[config.mk]
export PLATFORM = sky130hd
export DESIGN_NAME = cc_producer_unit
export DESIGN_NICKNAME = d
export VERILOG_FILES = /design/src/rtl/cc_producer_unit.sv
export SDC_FILE = /design/constraint.sdc
export NUM_CORES = 1
export LEC_CHECK = 0
export CORE_UTILIZATION = 28
export DETAILED_ROUTE_END_ITERATION = 7
export MAX_ROUTING_LAYER = met4
export SLEW_MARGIN = 10
export SYNTH_ARGS = -nofsm -noshare
export SYNTH_HDL_FRONTEND = slang
export SYNTH_SLANG_ARGS = --single-unit
[constraint.sdc]
create_clock -name clk -period 2.7 [get_ports clk]
set_input_delay 0.405 -clock clk [delete_from_list [all_inputs] [get_ports clk]]
set_output_delay 0.405 -clock clk [all_outputs]
set_load 0.02 [all_outputs]
[src/rtl/cc_producer_unit.sv]
// SPARC icc producer: carries cc-setting ALU results from EX through MEM/WB,
// commits them to the architectural icc and forwards the newest value to ID.
module cc_producer_unit #(
    parameter int FLAG_W = 4
) (
    input  logic              clk,
    input  logic              reset,
    input  logic              ex_valid,
    input  logic              ex_cc_we,
    input  logic [FLAG_W-1:0] ex_flags,
    input  logic              flush,
    input  logic              psr_we,
    input  logic [FLAG_W-1:0] psr_wdata,
    output logic [FLAG_W-1:0] flags_out,
    output logic [FLAG_W-1:0] icc,
    output logic              cc_pending
);

    logic              mem_v_q, mem_v_d;
    logic [FLAG_W-1:0] mem_f_q, mem_f_d;
    logic              wb_v_q,  wb_v_d;
    logic [FLAG_W-1:0] wb_f_q,  wb_f_d;
    logic [FLAG_W-1:0] icc_q,   icc_d;
    logic              ex_live;

    always_comb begin
        ex_live = ex_valid & ex_cc_we & ~flush & ~reset;
        mem_v_d = ex_live;
        mem_f_d = ex_flags;
        // The WB entry is older than any flush source, so only MEM is dropped.
        wb_v_d  = mem_v_q & ~flush;
        wb_f_d  = mem_f_q;
        icc_d   = icc_q;
        if (psr_we) begin
            icc_d = psr_wdata;
        end else if (wb_v_q) begin
            icc_d = wb_f_q;
        end
    end

    always_ff @(posedge clk) begin
        if (reset) begin
            mem_v_q <= 1'b0;
            mem_f_q <= '0;
            wb_v_q  <= 1'b0;
            wb_f_q  <= '0;
            icc_q   <= '0;
        end else begin
            mem_v_q <= mem_v_d;
            mem_f_q <= mem_f_d;
            wb_v_q  <= wb_v_d;
            wb_f_q  <= wb_f_d;
            icc_q   <= icc_d;
        end
    end

    // Newest in-flight value first; a flushing cycle hides the EX and MEM sources.
    always_comb begin
        flags_out = icc_q;
        if (ex_live) begin
            flags_out = ex_flags;
        end else if (mem_v_q && !flush) begin
            flags_out = mem_f_q;
        end else if (wb_v_q) begin
            flags_out = wb_f_q;
        end else if (psr_we) begin
            flags_out = psr_wdata;
        end
    end

    assign icc        = icc_q;
    assign cc_pending = mem_v_q | wb_v_q;

endmodule

==> out/qor.yml <==
powerDensity_nw_per_um2: 477
crit_chain: "clkdlybuf4s50_1, buf_12, mux2_4, o211ai_2, a31oi_1, clkdlybuf4s50_1"
cts-root-buf: "clkbuf_4"
cp-start-kind: "primary input"
synth_top_area_cell: "dfxtp_1"
cp_common_cell: "clkdlybuf4s50_1"
finalSetupViolCount: 0
power_leakage_nw: 0.402
vias: 546
grt_pass1_wl_um: 2150
synth_edf_count: 0
synth_top_family_by_area: "simple AND/OR/NAND/NOR gates"
hold_viol: 0
async_reset_ff_frac: 0
tns_ns: 0
muxShareOfSynthArea: 0.205
area_growth_pct: 39.7
worstSetupEndpointType: "output pin"
yosysMostFrequentCell: "dfxtp_1"
slowest_delay_ns: 0.56
synth_top_cell_area_share: 0.395
yosys_most_used_dff: "dfxtp_1"
multiInputGateArea_um2: 388
initial_core_util: 0.309
finalWorstSetupSlack_ns: 0.102
cts_resized: 0
rows: 17
cts_setup_buffers: 0
finalCritPeriodShare: 0.962
place_congestion: 0.783
ys_seq_area_frac: 0.395
netlist_area_um2: 709
overflow: 0
hp-class: "register to register"
yosys.area_share.simple: 0.236
cts_hold_buf: 0
place_ws_ns: 0.128
antenna_found_initial: 0
rsz0062_at_grt: "no"
synth_fa_ha_area_frac: 0
relSlewSlack: 0.672
grt_use_total: 0.112
slowest_stage: "clkdlybuf4s50_1"
die_w_um: 52.3
fillCellCount: 241
synth_area_per_cell_um2: 10.4
grt_max_degree: 14
ir_drop_mv: 0.258
cts_tree: "yes"
drc: 0
path_class: "primary input to output pin"
wl_um: 1340
dpl-instance-area_um2: 955
clk_latency_ns: 0.28
ios: 23
clkTransAtPathRegs_ns: 0.09
synth_cells: 68
cp_data_arrival_time_ns: 2.19
final_util: 0.431
cts_buffers: 3
synth-compound-area-share: 0.106
cts_max_level: 1
grt_pass1_vias: 460
drt_iter0_drc: 4
post_drt_wl_per_cell_um: 11.2
finalNetCount: 107
slew_violations: 0
fin_crit_ns: 2.60
status: "completed"
crit_required_ns: 2.30
syn_nets: 82
numClockSinks: 14
worst_pin_slew_ns: 0.491
io_buffers: 22
vias_per_cell: 4.55
drtAntennaViolNets: 0
holdWs_ns: 0.467
ys_types: 19
cap_violations: 0
drive_gt1_frac: 0.239
rrSetupSlack_ns: 1.39
cp_max_fo: 8
die_h_um: 52.3
netlist_top_cells_area: "dfxtp_1 40%, mux2_4 8.5%, nor2b_1 7.1%"
synth-warning-count: 0
firstDrtPassIters: 3
final_area_um2: 991
die-area_um2: 2740
skew_ns: 0.00680
fmax_mhz: 385
synth_common_cells: "14 x dfxtp_1, 8 x nor2_1, 8 x nor2b_1"
seq_area_um2: 280
synth_xor_area_frac: 0
cts_buffer_depth: 2
core_um2: 2300
ys_ff_latch: 14
diodes: 0
## kinds of logic after synthesis
group	after synthesis
multiplexers	12
AND/OR/NAND/NOR	29
AO/OA/AOI/OAI	8
buffers and inverters	5
flip-flops	14
## worst max-delay path, delay by kind of cell
family | cells | cell delay, ns
AO/OA/AOI/OAI | 2 | 0.27
multiplexers | 1 | 0.30
buffers and inverters | 3 | 1.21
## worst paths after layout
kind                               from                   end  cells past startpoint
hold / removal    mem_f_q[1]$_SDFF_PP0_  wb_f_q[1]$_SDFF_PP0_                      1
setup / recovery                 psr_we          flags_out[0]                      6
setup reg to reg      wb_v_q$_SDFF_PP0_   icc[2]$_SDFFE_PP0P_                      3
hold reg to reg   mem_f_q[1]$_SDFF_PP0_  wb_f_q[1]$_SDFF_PP0_                      1
## placed cells by master (no fill, tap or decap)
master,instances
or2b_2,3
or2_2,1
nand2_1,4
nor3b_1,1
mux2_2,4
nor2_1,8
clkbuf_8,1
buf_4,1
clkdlybuf4s50_1,22
clkbuf_4,3
o211ai_2,4
a31oi_1,4
nand2b_1,1
mux2i_1,4
dfxtp_1,14
and2b_1,1
or2b_1,1
inv_1,1
nand4bb_1,1
nor2b_1,8
buf_12,1
mux2_4,4
## final cells by class
cell class	count	share of cell area
Inverter	1	0.00379
Tap cell	28	0.0354
Timing Repair Buffer	24	0.250
Multi-Input combinational cell	49	0.391
Sequential cell	14	0.283
Clock buffer	4	0.0366
## state kept, by name, summed over array words and instances, names as in the netlist
signal / count
icc: 4
wb_f_q: 4
mem_f_q: 4
mem_v_q: 1
wb_v_q: 1
## metal layers
metal / vias to the layer above / share of wire / track usage
met3: 2 / 0.045 / 0.0203
met2: 13 / 0.45 / 0.143
li1: 281 / - / -
met1: 250 / 0.49 / 0.155
met4: 0 / 0.014 / 0.0789
met5: - / 0 / -
## power by group
| group | switching (W) | total (W) | internal [W] |
|---|---|---|---|
| Clock | 0.0000672 | 0.000149 | 0.0000820 |
| Sequential | 0.00000578 | 0.000222 | 0.000216 |
| Combinational | 0.0000402 | 0.000102 | 0.0000617 |
| Total | 0.000113 | 0.000473 | 0.000360 |
## metrics by stage
stage | std cells | total power, W
CTS | 120 | 0.000481
global placement | 116 | 0.000329
global route | 120 | 0.000499
floorplan | 68 | 0.000279
detailed placement | 116 | 0.000329
finish | 120 | 0.000473
(Power assumes the default switching activity.)
